`config.mk`:
```
export PLATFORM = sky130hd
export DESIGN_NAME = regfile_scoreboard
export DESIGN_NICKNAME = d
export VERILOG_FILES = /design/src/rtl/regfile_scoreboard.sv
export SDC_FILE = /design/constraint.sdc
export NUM_CORES = 2
export LEC_CHECK = 0
export BUFFER_PORTS_ARGS = -buffer_cell sky130_fd_sc_hd__buf_2
export CAP_MARGIN = 0
export CORE_MARGIN = 2
export CORE_UTILIZATION = 40
export CTS_CLUSTER_DIAMETER = 200
export CTS_CLUSTER_SIZE = 28
export DETAILED_ROUTE_END_ITERATION = 12
export SLEW_MARGIN = 5
export SYNTH_ARGS = -nofsm -noshare
export SYNTH_HDL_FRONTEND = slang
export SYNTH_SLANG_ARGS = --single-unit
export TNS_END_PERCENT = 20
```
`constraint.sdc`:
```
create_clock -name clk -period 70.5 [get_ports clk]
set_input_delay 3.525 -clock clk [delete_from_list [all_inputs] [get_ports clk]]
set_output_delay 3.525 -clock clk [all_outputs]
set_load 0.01 [all_outputs]
```
`src/rtl/regfile_scoreboard.sv`:
```
// Register file with two combinational read ports, one synchronous write
// port, optional same-cycle write-to-read forwarding, and a per-register
// pending-write counter. Issue reserves destinations; writeback releases them.
module regfile_scoreboard #(
    parameter int DATA_W   = 32,
    parameter int ADDR_W   = 5,
    parameter int ZERO_REG = 1,
    parameter int BYPASS   = 1,
    parameter int PEND_W   = 2
) (
    input  logic              clk,
    input  logic              rst,
    input  logic              wr_en,
    input  logic [ADDR_W-1:0] wr_addr,
    input  logic [DATA_W-1:0] wr_data,
    input  logic [ADDR_W-1:0] rd_addr_a,
    input  logic [ADDR_W-1:0] rd_addr_b,
    output logic [DATA_W-1:0] rd_data_a,
    output logic [DATA_W-1:0] rd_data_b,
    output logic              busy_a,
    output logic              busy_b,
    input  logic              rsv_en,
    input  logic [ADDR_W-1:0] rsv_addr,
    output logic              rsv_full
);

    localparam int NREGS = 2 ** ADDR_W;
    localparam logic [PEND_W-1:0] MAXP = '1;

    logic [DATA_W-1:0] r_regs [NREGS];
    logic [PEND_W-1:0] r_pend [NREGS];

    logic w_writable;
    logic w_release;
    logic w_rsv_acc;

    // Register 0 is hardwired when ZERO_REG is set, so it never takes data
    // and never holds a reservation.
    assign w_writable = wr_en && !((ZERO_REG != 0) && (wr_addr == '0));
    // A write only releases a reservation when one is outstanding.
    assign w_release  = w_writable && (r_pend[wr_addr] != '0);
    assign rsv_full   = (r_pend[rsv_addr] == MAXP);
    assign w_rsv_acc  = rsv_en && !((ZERO_REG != 0) && (rsv_addr == '0)) && !rsv_full;

    // Data array: cleared asynchronously, written on the rising edge.
    always_ff @(posedge clk or posedge rst) begin
        if (rst) begin
            for (int i = 0; i < NREGS; i++) begin
                r_regs[i] <= '0;
            end
        end else if (w_writable) begin
            r_regs[wr_addr] <= wr_data;
        end
    end

    // Pending counters: +1 on accepted reservation, -1 on release; both on
    // the same register cancel out.
    always_ff @(posedge clk or posedge rst) begin
        if (rst) begin
            for (int i = 0; i < NREGS; i++) begin
                r_pend[i] <= '0;
            end
        end else begin
            for (int i = 0; i < NREGS; i++) begin
                if (w_rsv_acc && (rsv_addr == ADDR_W'(i)) &&
                    !(w_release && (wr_addr == ADDR_W'(i)))) begin
                    r_pend[i] <= r_pend[i] + 1'b1;
                end else if (w_release && (wr_addr == ADDR_W'(i)) &&
                             !(w_rsv_acc && (rsv_addr == ADDR_W'(i)))) begin
                    r_pend[i] <= r_pend[i] - 1'b1;
                end
            end
        end
    end

    // Identical read/busy logic for both ports.
    genvar gi;
    generate
        for (gi = 0; gi < 2; gi++) begin : g_port
            logic [ADDR_W-1:0] w_addr;
            logic              w_zero;
            logic              w_match;
            logic              w_hit;
            logic [PEND_W-1:0] w_pend;
            logic [PEND_W-1:0] w_pend_eff;
            logic [DATA_W-1:0] w_data;
            logic              w_busy;

            assign w_addr     = (gi == 0) ? rd_addr_a : rd_addr_b;
            assign w_zero     = (ZERO_REG != 0) && (w_addr == '0);
            assign w_match    = w_writable && (wr_addr == w_addr);
            assign w_pend     = r_pend[w_addr];
            // The forwarded write also counts as the release it carries.
            assign w_hit      = (BYPASS != 0) && w_match && (w_pend != '0);
            assign w_pend_eff = w_pend - PEND_W'(w_hit);
            assign w_data     = w_zero ? '0 :
                                ((BYPASS != 0) && w_match) ? wr_data : r_regs[w_addr];
            assign w_busy     = !w_zero && (w_pend_eff != '0);
        end
    endgenerate

    assign rd_data_a = g_port[0].w_data;
    assign rd_data_b = g_port[1].w_data;
    assign busy_a    = g_port[0].w_busy;
    assign busy_b    = g_port[1].w_busy;

endmodule

```
==> metrics.md <==
| Metric | Value |
|---|---|
| Period Utilization, post-route | `16.4%` |
| Worst skew pair latency | `0.68 ns` |
| First-pass GRT wire length | `292 mm` |
| Slew Limit Fails | `0` |
| Crit path DAT | `8.04 ns` |
| Commonest non-fill, non-tap cell in the layout | `dfrtp_1` |
| Max VDD drop | `0.0000183 V` |
| CTS tree | `built` |
| Pin count of the biggest net entering global routing | `157` |
| Half-perimeter wire length after placement | `112 mm` |
| DRC violations left | `0` |
| # Post-CTS Setup Buffers | `0` |
| Seq cells post-synth | `1088` |
| Most used cell along the critical path | `buf_4` |
| Register area share after synthesis | `45.0%` |
| Min-delay src | `r_regs[996]$_DFFE_PP0P_` |
| Total chip power | `1620 uW` |
| CP max stage cell | `buf_4` |
| R2r worst-path depth | `9` |
| Post-Syn Area | `60600 um^2` |
| Worst-margin pin slew | `1.28 ns` |
| Initial antenna violation count | `9` |
| Netlist cell types | `64` |
| Crit-path max cell delay | `0.76 ns` |
| CP max FO | `46` |
| Grt ovf | `0` |
| FFs w/ async S/R, synth | `100%` |
| Most frequent cells in the layout | `1088 x dfrtp_1, 1003 x mux2_2, 446 x mux4_2` |
| Warnings, synthesis | `0` |
| Top Metal Used | `met5` |
| Kind of critical path | `in -> out` |
| Sequential Power Share | `53.7%` |
| Fin nets | `4223` |
| Root Buffer | `clkbuf_16` |
| Final hold slack | `0.407 ns` |
| P_leak | `0.0272 uW` |
| Core Area | `150000 um^2` |
| DIE WIDTH | `393 um` |
| DRT iter0 DRCs | `4078` |
| Num CTS Buffers | `44` |
| Vias | `39800` |
| Met1 WL | `85.0 mm` |
| Sw frac | `31.0%` |
| Met3 wire length | `13.8 mm` |
| CTS clock-pin slew for the worst setup and hold paths | `0.11 ns` |
| First-pass DRT Iterations | `5` |
| Fraction of layout instances using a drive strength above 1 | `43.1%` |
| Hold bufs inserted after CTS | `0` |
| Max-cap violations | `0` |
| Final hold viol count | `0` |
| Routed WL per cell | `32.7 um` |
| Startpoint Class | `input pin` |
| Cells after Synth | `4330` |
| DR WL met2 | `93.4 mm` |
| Crit path cell chain | `buf_8 > buf_4 > buf_4 > buf_4 > buf_4 > mux4_2 > nor2_1 > nor4_1 > a221oi_1 > a41oi_1 > buf_2` |
| Pwr dens | `25.3 nW/um^2` |
| Unrepaired setup endpoints after global routing | `no` |
| NetSw | `502 uW` |
| Vias per cell | `6.47` |
| Post-DRT Antenna Nets | `0` |
| Outcome | `finished clean` |
| Combinational Power Share | `26.0%` |
| Chip Height | `393 um` |
| Reg2reg start | `r_pend[48]$_DFFE_PP0P_` |
| Fillers | `13700` |
| Mean area per synthesized cell | `14.0 um^2` |
| Post-Syn Nets | `4418` |
| Total GRT Usage | `26.0%` |
| Period minus WS final | `11.57 ns` |
| Critical Path RT | `66.97 ns` |
| Hold depth | `0` |
| RR Endpoint | `r_pend[31]$_DFFE_PP0P_` |
| Layout area overhead | `5.53%` |
| Total Routed Length | `201 mm` |
| Vias in the first global route | `40100` |
| Num Clock Sinks | `1088` |
| Resize count post-CTS | `0` |
| Initial core utilization | `40.3%` |
| I/O pins | `123` |
| Synth Flop Type | `dfrtp_1` |
| Slew margin rel. | `14.1%` |
| Clock skew | `0.0153 ns` |
| Crit. End Element | `output port` |
| Int Pwr | `1120 uW` |
| Final setup viols | `0` |
| Post-route setup TNS | `0 ns` |
| PortBufs | `122` |
| EDFF count, synth | `0` |
| H-tree levels | `2` |
| Clock share of power | `20.3%` |
| WHS Endpoint | `r_regs[996]$_DFFE_PP0P_` |
| GPL Wtd Cong | `0.823` |
| Row count | `142` |
| Die area | `155000 um^2` |
| Max Fclk | `86.4 MHz` |
| Reg-to-reg setup timing slack | `67.12 ns` |
| Hold WC Path Type | `reg -> reg` |
| Max clock buf depth | `3` |
## worst max-delay path by stage
stage	startpoint	end
floorplan	rst	r_pend[0]$_DFFE_PP0P_
global placement	rd_addr_a[1]	rd_data_a[24]
detailed placement	rd_addr_a[1]	rd_data_a[24]
CTS	rd_addr_a[1]	rd_data_a[24]
global route	rd_addr_a[1]	rd_data_a[24]
finish	rd_addr_a[1]	rd_data_a[24]
## cells by family (layout without fill, tap and decap cells)
family | Yosys count | after routing | synth area share (%)
AND/OR/NAND/NOR | 416 | 416 | 3.26
multiplexers | 1731 | 1731 | 39.9
flip-flops | 1088 | 1088 | 45.0
AO/OA/AOI/OAI | 478 | 478 | 5.92
other | 2 | 7 | 0.0124
XOR/XNOR | 106 | 106 | 1.53
adder cells (fa/ha/maj) | 32 | 32 | 0.661
buffers and inverters | 477 | 284 | 3.76
## metal layers
metal | track usage, % | vias up
met5 | 0 | -
met4 | 10.2 | 4
met3 | 4.09 | 383
met2 | 41.0 | 1625
met1 | 36.0 | 21700
li1 | - | 16100
## cells in the mapped netlist (11+ instances only)
cell type	n	area [um^2]
ha_1	32	400
nor2_1	158	593
clkbuf_1	219	822
xor2_1	64	561
mux2i_1	282	2820
nand2_1	66	248
buf_1	22	82.6
inv_1	12	45.0
a221oi_1	101	885
nand4_1	16	100
mux2_2	1003	11300
o21ai_0	80	400
nand2b_1	15	93.8
a22oi_1	65	488
mux4_2	446	10000
xnor2_1	42	368
buf_2	160	801
o211ai_1	21	158
nor2b_1	31	194
dfrtp_1	1088	27200
buf_6	14	158
and2_1	27	169
a211o_1	28	245
buf_4	43	323
a211oi_1	52	390
o22ai_1	13	81.3
nor3_1	20	100
nand3_1	50	250
o21a_1	11	82.6
a41oi_1	23	201
a21oi_1	27	135
## stage by stage
stage          instances  worst slack, ns  instance area, um^2  util (%)
2_1_floorplan       4330            36.34                60600         -
3_3_place_gp        6105            59.02                62700      41.8
3_5_place_dp        6105            58.97                62700      41.8
4_1_cts             6153            58.97                63900      42.6
5_1_grt             6155            58.84                63900      42.6
6_report            6158            58.93                63900      42.6
## power groups by stage
stage	clock [uW]	combinational, uW	sequential [uW]
6_report	328	421	871
5_1_grt	355	451	887
4_1_cts	336	421	866
3_5_place_dp	0	420	878
3_3_place_gp	0	413	872
2_1_floorplan	0	335	841
## flip-flops by register name, summed over array words and instances, names as in the netlist
name and count:
r_pend 64, r_regs 1024
## critical path: cells and delay by family
kind	cells	cell delay (ns)
and+or+nand+nor	2	0.20
muxes	1	0.55
AOI/OAI and AO/OA	2	0.53
buffers and inverters	6	3.01
## area by class of cell
type,instances,area (um^2),share of cell area (%)
diodes,5,12.5,0.0196
clock buffers,46,1150,1.80
clock inverters,2,46.3,0.0724
inverters,17,73.8,0.116
multi-input cells,2765,31400,49.2
flip-flops and latches,1088,27200,42.6
well taps,2016,2520,3.95
repair buffers,219,1450,2.27
Note: power is estimated with default switching activity, not from simulation.
